<file path="src/rtl/diff_unit.sv">
// DIFF helper for the ALU: registers the index of the lowest differing bit of two operands.
// Defining DIFF_EQ_FLAG_EN adds a registered `equal` output.
module diff_unit #(
    parameter int WIDTH = 32
) (
    input  logic             clk,
    input  logic             rst,
    input  logic             in_valid,
    input  logic [WIDTH-1:0] in1,
    input  logic [WIDTH-1:0] in2,
    output logic             out_valid,
    output logic [31:0]      out
`ifdef DIFF_EQ_FLAG_EN
    ,
    output logic             equal
`endif
);

    // Lowest set bit of x, or WIDTH when x is zero. The scan runs from the top down
    // so the last assignment is the lowest set bit.
    function automatic logic [31:0] lsb_index(input logic [WIDTH-1:0] x);
        logic [31:0] idx;
        idx = 32'(WIDTH);
        for (int i = WIDTH - 1; i >= 0; i--) begin
            if (x[i]) begin
                idx = 32'(i);
            end
        end
        return idx;
    endfunction

    // Stage p0: combinational difference and priority encode
    logic [WIDTH-1:0] diff_p0;
    logic [31:0]      idx_p0;
    logic             eq_p0;

    always_comb begin
        diff_p0 = in1 ^ in2;
        idx_p0  = lsb_index(diff_p0);
        eq_p0   = (diff_p0 == '0);
    end

    // Stage p1: result register; data holds when no request arrives
    logic [31:0] idx_p1;
    logic        vld_p1;
    logic        eq_p1;

    always_ff @(posedge clk) begin
        if (rst) begin
            vld_p1 <= 1'b0;
            idx_p1 <= '0;
            eq_p1  <= 1'b0;
        end else begin
            vld_p1 <= in_valid;
            if (in_valid) begin
                idx_p1 <= idx_p0;
                eq_p1  <= eq_p0;
            end
        end
    end

    assign out_valid = vld_p1;
    assign out       = idx_p1;

`ifdef DIFF_EQ_FLAG_EN
    assign equal = eq_p1;
`else
    logic unused_eq;
    assign unused_eq = eq_p1;
`endif

endmodule

</file>
<file path="config.mk">
export PLATFORM = sky130hd
export DESIGN_NAME = diff_unit
export DESIGN_NICKNAME = d
export VERILOG_FILES = /design/src/rtl/diff_unit.sv
export SDC_FILE = /design/constraint.sdc
export NUM_CORES = 1
export LEC_CHECK = 0
export BUFFER_PORTS_ARGS = -buffer_cell sky130_fd_sc_hd__clkbuf_2
export CAP_MARGIN = 20
export CELL_PAD_IN_SITES_DETAIL_PLACEMENT = 1
export CELL_PAD_IN_SITES_GLOBAL_PLACEMENT = 2
export CORE_MARGIN = 2
export CORE_UTILIZATION = 17
export DETAILED_ROUTE_END_ITERATION = 16
export HOLD_SLACK_MARGIN = 0.02
export PLACE_DENSITY = 0.74
export SYNTH_ARGS = -nofsm -noshare
export SYNTH_HDL_FRONTEND = slang
export SYNTH_SLANG_ARGS = --single-unit
</file>
<file path="constraint.sdc">
create_clock -name clk -period 1.35 [get_ports clk]
set_input_delay 0.2025 -clock clk [delete_from_list [all_inputs] [get_ports clk]]
set_output_delay 0.2025 -clock clk [all_outputs]
set_load 0.005 [all_outputs]
</file>
### Word level (Yosys, flattened, before mapping)

Index checks and enable logic that the tools add are counted.

| cells by class | value |
|---|---|
| mux-type cells | 32 |
| bitwise logic cells | 1 |

Operators by type and width:

| cell | number |
|---|---|
| 2-to-1 mux 32 bit | 31 |
| XOR 32 bit | 1 |
| 2-to-1 mux 6 bit | 1 |

| word-level totals | value |
|---|---|
| bits of input ports | 67 |
| logic and storage cells | 35 |
| register bits after elaboration | 33 |
| output and inout bits | 33 |

### Depth between registers and ports, before layout

Gate-level depths: netlist (run 1).

| logic depth | value |
|---|---|
| depth in word-level cells | 33 |
| mapped depth | 5 |
| gate-level depth less buffers | 5 |

### Worst setup path before layout (run 1)

OpenSTA, ideal clock, no wires.

| path | value |
|---|---|
| path type | input port to flip-flop |
| from | input port in2[29] |
| to | register idx_p1[5] (netlist: out[5]) |
| library setup time | 0.069 ns |
| path buffers | 0 |
| cell stages on the path | 5 |
| arrival | 1.197 ns |
| setup slack | 0.084 ns |
| data required time | 1.281 ns |
| cell sequence | xor2_1 > nor4b_2 > nand3_1 > or3_1 > o21ai_1 |

| between the ends | value |
|---|---|
| cells in the longest elaborated chain, start to end | 31 |

RTL lines:

| what | RTL line | text |
|---|---|---|
| start: declaration | 10 | `input logic [WIDTH-1:0] in2,` |
| XOR 32 bit | 38 | `diff_p0 = in1 ^ in2;` |
| 2-to-1 mux 32 bit (30 in series) | 25 | `if (x[i]) begin` |
| end signal: assignment | 56 | `idx_p1 <= idx_p0;` |
| end: declaration | 44 | `logic [31:0] idx_p1;` |

Every way passes these cells.
A chain may end at the register's enable or synchronous reset.

==> impl_summary.txt, run 1 <==
----------------------------------------------------
[Global route]
  Largest net degree at the start of global routing ... 6
  Number of global-route vias before repair ... 1282
  Overflow left after global routing ... 0
  Overall global routing resource usage ... 9.25%
  Number of antenna violations at the first check in global routing ... 0
  Global-route wire length before repair ... 5630 µm

[Critical path]
  Worst setup startpoint ... out[0]
  Reg2Reg Setup Slack ... 0.07 ns
  Critical Path AT ... 1.38 ns
  Startpoint kind of the worst setup timing path ... register
  Required time at the worst-slack endpoint ... 1.45 ns
  Worst Setup EP ... out[0]
  Crit. End Element ... register
  Critical setup path kind ... reg -> reg
  Number of cell instances on the worst register-to-register path ... 5
  Capture instance of the worst register-to-register path ... out[0]
  Source of the worst register-to-register timing path ... out[0]
  Maximum net fanout on the critical path ... 2

[Timing]
  Maximum clock frequency ... 781 MHz
  Worst setup skew after layout ... 0 ns
  Final setup margin ... 0.0691 ns
  Min cycle time layout ... 1.28 ns
  Final worst path period share ... 94.9%
  Final setup TNS ... 0 ns
  Max Slew Vio Count ... 0
  # setup viols final ... 0
  Final-report hold violation count ... 0

[Clocking]
  Root buffer cell ... clkbuf_8
  Clock tree from TritonCTS ... yes
  Clock transition at the registers of the reported paths ... 0.05 ns
  CTS H-tree lvls ... 1
  Max Buffers Root-to-Sink ... 2
  TritonCTS Buffers ... 3
  Source-to-sink clock delay at the later pin of the worst-skew pair ... 0.23 ns
  CTS Hold Buffers Added ... 0
  Number of sinks handled by clock tree synthesis ... 7
  Setup fix buffers added after clock tree synthesis ... 0

[Floorplanning]
  Area of the die ... 7600 µm²
  Num ports ... 100
  Effective utilization at floorplan ... 17.4%
  Die height ... 87.2 µm
  Die Wd ... 87.2 µm
  Number of cell rows ... 30
  Placeable core region ... 6760 µm²

[Power and ir drop]
  Static leakage power ... 0.879 nW
  Net switching power of the design ... 0.363 mW
  Pwr dens ... 584 nW/µm²
  Combinational cell fraction of total power ... 51.4%
  Relative contribution of the clock network to total power ... 28.3%
  Cell-internal power ... 0.708 mW
  Sw frac ... 33.9%
  Max VDD drop ... 204 µV
  Sequential Power Share ... 20.3%

[Synth]
  Share of synthesized area occupied by flip-flops and latches ... 11.9%
  Average footprint of a synthesized cell ... 8.06 µm²
  Count of state elements after synthesis ... 7
  Number of enable-type register cells in the synthesized netlist ... 0
  Count of distinct cell types in the synthesized netlist ... 37
  Post-synthesis instance total ... 146
  Count of warnings emitted by yosys ... 0
  Post-synthesis cell area ... 1180 µm²
  Fraction of synthesis flops using an asynchronous set or reset pin ... 0%
  Dominant synthesized flop cell ... dfxtp_1

[Placed design]
  Detail Placement HPWL ... 3420 µm
  GPL Wtd Cong ... 0.779
  IO Port Bufs ... 73
  Placed cell count ... 328
  Placement Setup Slack ... -0.207 ns

[Drt]
  Detail-routed net length per standard cell ... 11.0 µm
  Number of vias after detailed routing ... 1321
  Antenna Nets Post-Route ... 0
  Vias per cell ... 3.98
  First-pass detailed-route iteration total ... 4
  Detailed Route WL ... 3650 µm
  # DRC ... 0
  Number of DRC violations after detailed-routing iteration 0 ... 23

[Flow run]
  Max-cap violations ... 0

[Final layout]
  Number of cells in the finished layout apart from fillers ... 332
  Area growth from synthesis to final layout ... 56.0%
  Filler instances ... 857
  Top library cells by usage in the layout, fill and taps aside ... clkbuf_2, buf_4, conb_1
  Fraction of final layout cells with drive strength greater than 1 ... 48.0%
  Most common cell after layout, fill and taps aside ... clkbuf_2
  Post-layout net count ... 320
  ANT cells ... 0

[Worst hold path]
  Class of the worst hold path ... in -> reg

[Run status]
  Status ... finished, final reports clean

----------------------------------------------------
## power by group through the flow
stage / clock [mW] / combinational, mW / sequential [mW]
floorplan: 0 / 0.308 / 0.221
finish: 0.303 / 0.551 / 0.217
detailed placement: 0 / 0.548 / 0.221
CTS: 0.311 / 0.551 / 0.217
global placement: 0 / 0.539 / 0.221
global route: 0.322 / 0.612 / 0.218
## layer usage
layer	GRT usage, %	wire length [µm]
met5	0	0
met2	16.4	1810
met3	1.33	261
met4	2.52	8
met1	11.6	1570
## how the worst min path moves through the flow
| stage | from | end | cells past startpoint | slack (ns) |
|---|---|---|---|---|
| after floorplan | rst | out_valid | 1 | 0.27 |
| after global placement | out[5] | out[5] | 2 | 0.44 |
| after detailed placement | out[3] | out[3] | 2 | 0.45 |
| after CTS | rst | out[2] | 3 | 0.28 |
| after global routing | rst | out[2] | 3 | 0.31 |
| final | rst | out[2] | 3 | 0.29 |
## stage by stage
stage / cell area (µm²) / total power, mW / util [%] / hold WS [ns]
2_1_floorplan: 1270 / 0.529 / - / 0.274
3_3_place_gp: 1770 / 0.760 / 26.1 / 0.442
3_5_place_dp: 1770 / 0.770 / 26.1 / 0.447
4_1_cts: 1810 / 1.08 / 26.8 / 0.282
5_1_grt: 1830 / 1.15 / 27.1 / 0.312
6_report: 1830 / 1.07 / 27.1 / 0.290
## flip-flops by register name, summed over array words and instances, names as in the netlist
| signal | count |
|---|---|
| out | 6 |
| out_valid | 1 |
## final cells by class
class                      count  area, µm²  share of cell area (%)
inverter                       1       3.75                   0.205
multi-input combinational    137        953                    52.0
tap                           80        100                    5.46
timing repair buffer         103        591                    32.2
clock buffer                   3       41.3                    2.25
clock inverter                 1       5.00                   0.273
sequential                     7        140                    7.64
## cells in the mapped netlist, types with 2 or more instances
library cell,n,share of area [%]
nand2_1,10,3.2
buf_4,26,17
o21ai_0,3,1.3
a21boi_1,3,1.9
and2_1,2,1.1
or3_1,3,1.6
nor2b_1,4,2.1
a311oi_1,2,1.5
dfxtp_1,7,12
nor3_1,2,0.85
a211o_1,2,1.5
xnor2_2,5,6.9
nor2_1,7,2.2
xor2_1,11,8.2
a21oi_1,2,0.85
a211oi_1,2,1.3
nand4_1,5,2.7
xnor2_1,19,14
nand3_1,6,2.6
nand2b_1,5,2.7
o21ai_1,4,1.7
## worst max-delay path, stage by stage, from the launching register on
cell       delay, ns
dfxtp_1         0.31
nand2b_1        0.11
nor2b_2         0.21
o2111ai_1       0.15
a211oi_1        0.27
a21oi_2         0.11
## what timing repair did
item | CTS | global route
resized for setup | 0 | 5
endpoints found under the hold margin | 0 | 0
endpoints found under the setup margin | 0 | 2
## cell families (layout without fill, tap and decap cells)
| logic type | after synthesis | count (layout) | synth area share [%] |
|---|---|---|---|
| simple gates | 49 | 49 | 24.9 |
| xor+xnor | 35 | 35 | 29.3 |
| compound gates | 27 | 27 | 16.7 |
| buf+inv | 27 | 108 | 16.9 |
| flops | 7 | 7 | 11.9 |
| other cells | 1 | 26 | 0.319 |
No activity file was read; power rests on OpenSTA's default activity.
==> inputs of run 2 (changes only) <==
ABC_AREA = 1   (was unset)
==> run 2 against run 1 <==
The run now ends with negative setup slack left. Largest cell class unchanged. Die area grew 4.7%. Via count fell by 2.2%. Non-clock buffer count down 5. Highest routed layer is now met3. Largest power group unchanged. Sequential power about the same.
==> impl_summary.txt, run 2 <==
----------------------------------------------------
[Placed design]
  IO Port Bufs ... 73 (unchanged)
  Placement Setup Slack ... -0.938 ns (-0.731 ns)
  Detail Placement HPWL ... 2750 µm (-19%)
  Post-place instance area ... 1820 µm² (+3.1%)
  GPL Wtd Cong ... 0.705 (-9.6%)

[Drt]
  Detailed Route WL ... 2870 µm (-21%)
  Antenna Nets Post-Route ... 0 (unchanged)
  # DRC ... 0 (unchanged)
  Number of DRC violations after detailed-routing iteration 0 ... 14 (-39%)
  First-pass detailed-route iteration total ... 4 (unchanged)
  Detail-routed net length per standard cell ... 7.73 µm (-30%)
  Number of vias after detailed routing ... 1292 (-2.2%)
  Vias per cell ... 3.47 (-13%)

[Critical path]
  Worst path max stage delay ... 0.11 ns (-0.20 ns)
  Critical setup path kind ... in -> reg
  CP max stage cell ... a21oi_2
  Startpoint kind of the worst setup timing path ... input port
  Crit. End Element ... register
  Required time at the worst-slack endpoint ... 1.51 ns (+0.06 ns)
  Maximum net fanout on the critical path ... 2 (unchanged)
  Most frequent cell on the critical path ... nand2_1
  Critical Path AT ... 2.17 ns (+0.79 ns)

[Timing]
  Unrepaired setup endpoints after global routing ... yes
  Final worst path period share ... 149% (+54 points)
  Worst setup skew after layout ... 0 ns (unchanged)
  Max Slew Vio Count ... 0 (unchanged)
  Maximum clock frequency ... 497 MHz (-36%)
  # setup viols final ... 2 (+2)
  Final-report hold violation count ... 0 (unchanged)
  Final setup margin ... -0.662 ns (-0.731 ns)
  Min cycle time layout ... 2.01 ns (+0.731 ns)

[Flow run]
  Max-cap violations ... 0 (unchanged)

[Synth]
  Average footprint of a synthesized cell ... 7.17 µm² (-11%)
  Yosys top cell by area ... nand2_1
  Number of enable-type register cells in the synthesized netlist ... 0 (unchanged)
  Post-synthesis cell area ... 1230 µm² (+4.9%)
  Most frequent cell after synthesis ... nand2_1
  Share of synthesized area occupied by flip-flops and latches ... 11.4% (-0.56 points)
  Fraction of synthesis flops using an asynchronous set or reset pin ... 0% (unchanged)
  Count of warnings emitted by yosys ... 0 (unchanged)
  Count of distinct cell types in the synthesized netlist ... 17 (-54%)
  Top cells by count, synth ... nand2_1, buf_4, nor2_1
  Dominant synthesized flop cell ... dfxtp_1
  Area share of the largest cell type after synthesis ... 20.4% (+3.8 points)
  Count of state elements after synthesis ... 7 (unchanged)
  Post-synthesis instance total ... 172 (+18%)
  Synth top area cells ... nand2_1, buf_4, xnor2_4

[Final layout]
  ANT cells ... 0 (unchanged)
  Top library cells by usage in the layout, fill and taps aside ... clkbuf_2, nand2_1, conb_1
  Most common cell after layout, fill and taps aside ... clkbuf_2
  Post-layout net count ... 341 (+6.6%)
  Flip-flop count of the largest register, all copies and words added ... 6 (unchanged)
  Fraction of final layout cells with drive strength greater than 1 ... 50.5% (+2.5 points)
  Area growth from synthesis to final layout ... 57.8%
  Utilization of the core after routing ... 27.3% (+0.13 points)
  Final std cell area, no fill ... 1950 µm² (+6.1%)

[Run status]
  Status ... finished, violations left
  Failing checks ... negative setup slack

[Power and ir drop]
  Static leakage power ... 0.995 nW (+13%)
  Pwr dens ... 567 nW/µm² (-2.9%)
  Overall power of the completed layout ... 1.10 mW (+3.0%)
  Max VDD drop ... 253 µV (+24%)

[Global route]
  Number of antenna violations at the first check in global routing ... 0 (unchanged)
  Overflow left after global routing ... 0 (unchanged)
  Overall global routing resource usage ... 7.04% (-2.2 points)
  Number of global-route vias before repair ... 1236 (-3.6%)
  Global-route wire length before repair ... 4620 µm (-18%)
  Largest net degree at the start of global routing ... 8 (+2)

[Clocking]
  TritonCTS Buffers ... 3 (unchanged)
  Clock tree from TritonCTS ... yes
  Clock transition at the registers of the reported paths ... 0.04 ns (about the same)
  CTS Hold Buffers Added ... 0 (unchanged)
  Root buffer cell ... clkbuf_8
  Source-to-sink clock delay at the later pin of the worst-skew pair ... 0.22 ns (about the same)
  Max Buffers Root-to-Sink ... 2 (unchanged)
  Number of sinks handled by clock tree synthesis ... 7 (unchanged)
  CTS H-tree lvls ... 1 (unchanged)

[Floorplanning]
  Area of the die ... 7950 µm² (+4.7%)
  Num ports ... 100 (unchanged)
  Die Wd ... 89.2 µm (+2.3%)
  Placeable core region ... 7140 µm² (+5.6%)
  Effective utilization at floorplan ... 17.3% (-0.12 points)
  Die height ... 89.2 µm (+2.3%)
  Number of cell rows ... 31 (+3.3%)

[Worst hold path]
  Class of the worst hold path ... in -> reg

----------------------------------------------------
-- run 2: cell types whose count changed in the layout (fill, tap and decap cells not counted), sizes merged, moves of 4 or more --
| cell | delta |
|---|---|
| nand2b | -5 |
| o21ai | -6 |
| nand2 | +58 |
| nor2b | -5 |
| nand3 | -6 |
| inv | +6 |
| xnor2 | +6 |
| xor2 | -11 |
| a21oi | +4 |
| nor2 | +12 |
| nand4 | -7 |
-- run 2: per-layer routing --
metal  wire length (µm)  up-vias  global-route usage [%]
met5                  0        -                       0
met4                  0        0                   0.814
met3                248        0                   0.923
met2               1600       53                    14.7
met1               1030      561                    7.57
li1                   -      678                       -
-- run 2: cell type report --
| type | count | area, µm² |
|---|---|---|
| fill | 938 | 5190 |
| multi-input combinational | 157 | 1040 |
| clock buffer | 4 | 45.0 |
| tap | 99 | 124 |
| sequential | 7 | 140 |
| timing repair buffer | 98 | 569 |
| inverter | 7 | 28.8 |
-- run 2: metrics by stage --
step,cells,hold slack (ns),setup TNS [ns]
after floorplan,197,0.265,-0.696
after global placement,367,0.457,-2.13
after detailed placement,367,0.459,-2.39
after CTS,371,0.232,-1.05
after global routing,372,0.232,-1.85
final,372,0.236,-1.05
-- run 2: final timing paths --
check,start,end,slack (ns),cells past startpoint
worst min register to register,out[1],out[1],0.46,2
worst min-delay path,rst,out[0],0.24,2
worst max register to register,out[3],out[3],0.73,2
worst max-delay path,in1[31],out[0],-0.66,36
-- run 2: logic make-up (layout without fill, tap and decap cells) --
group | after synthesis | in the layout | share of synthesized area [%]
compound gates | 14 | 14 | 7.20
xor+xnor | 30 | 30 | 36.5
buf+inv | 33 | 109 | 18.0
flops | 7 | 7 | 11.4
other cells | 1 | 26 | 0.304
simple gates | 87 | 87 | 26.7
-- run 2: worst max-delay path: cells and delay by family --
family,cells,cell delay [ns]
buffers and inverters,2,0.14
and+or+nand+nor,33,1.69
AOI/OAI and AO/OA,1,0.11
-- run 2: report_power, final --
group          internal [mW]  switching (mW)  total (mW)  leakage [nW]
combinational          0.332           0.269       0.602         0.915
clock                  0.204          0.0821       0.286        0.0228
sequential             0.214         0.00247       0.216        0.0569
-- run 2: timing repair --
| action | 4_1_cts | 5_1_grt |
|---|---|---|
| pin swaps | 2 | 10 |
| gates resized for setup | 4 | 24 |
| hold endpoints to repair | 0 | 0 |
| setup buffers | 0 | 1 |
| endpoints found under the setup margin | 3 | 5 |
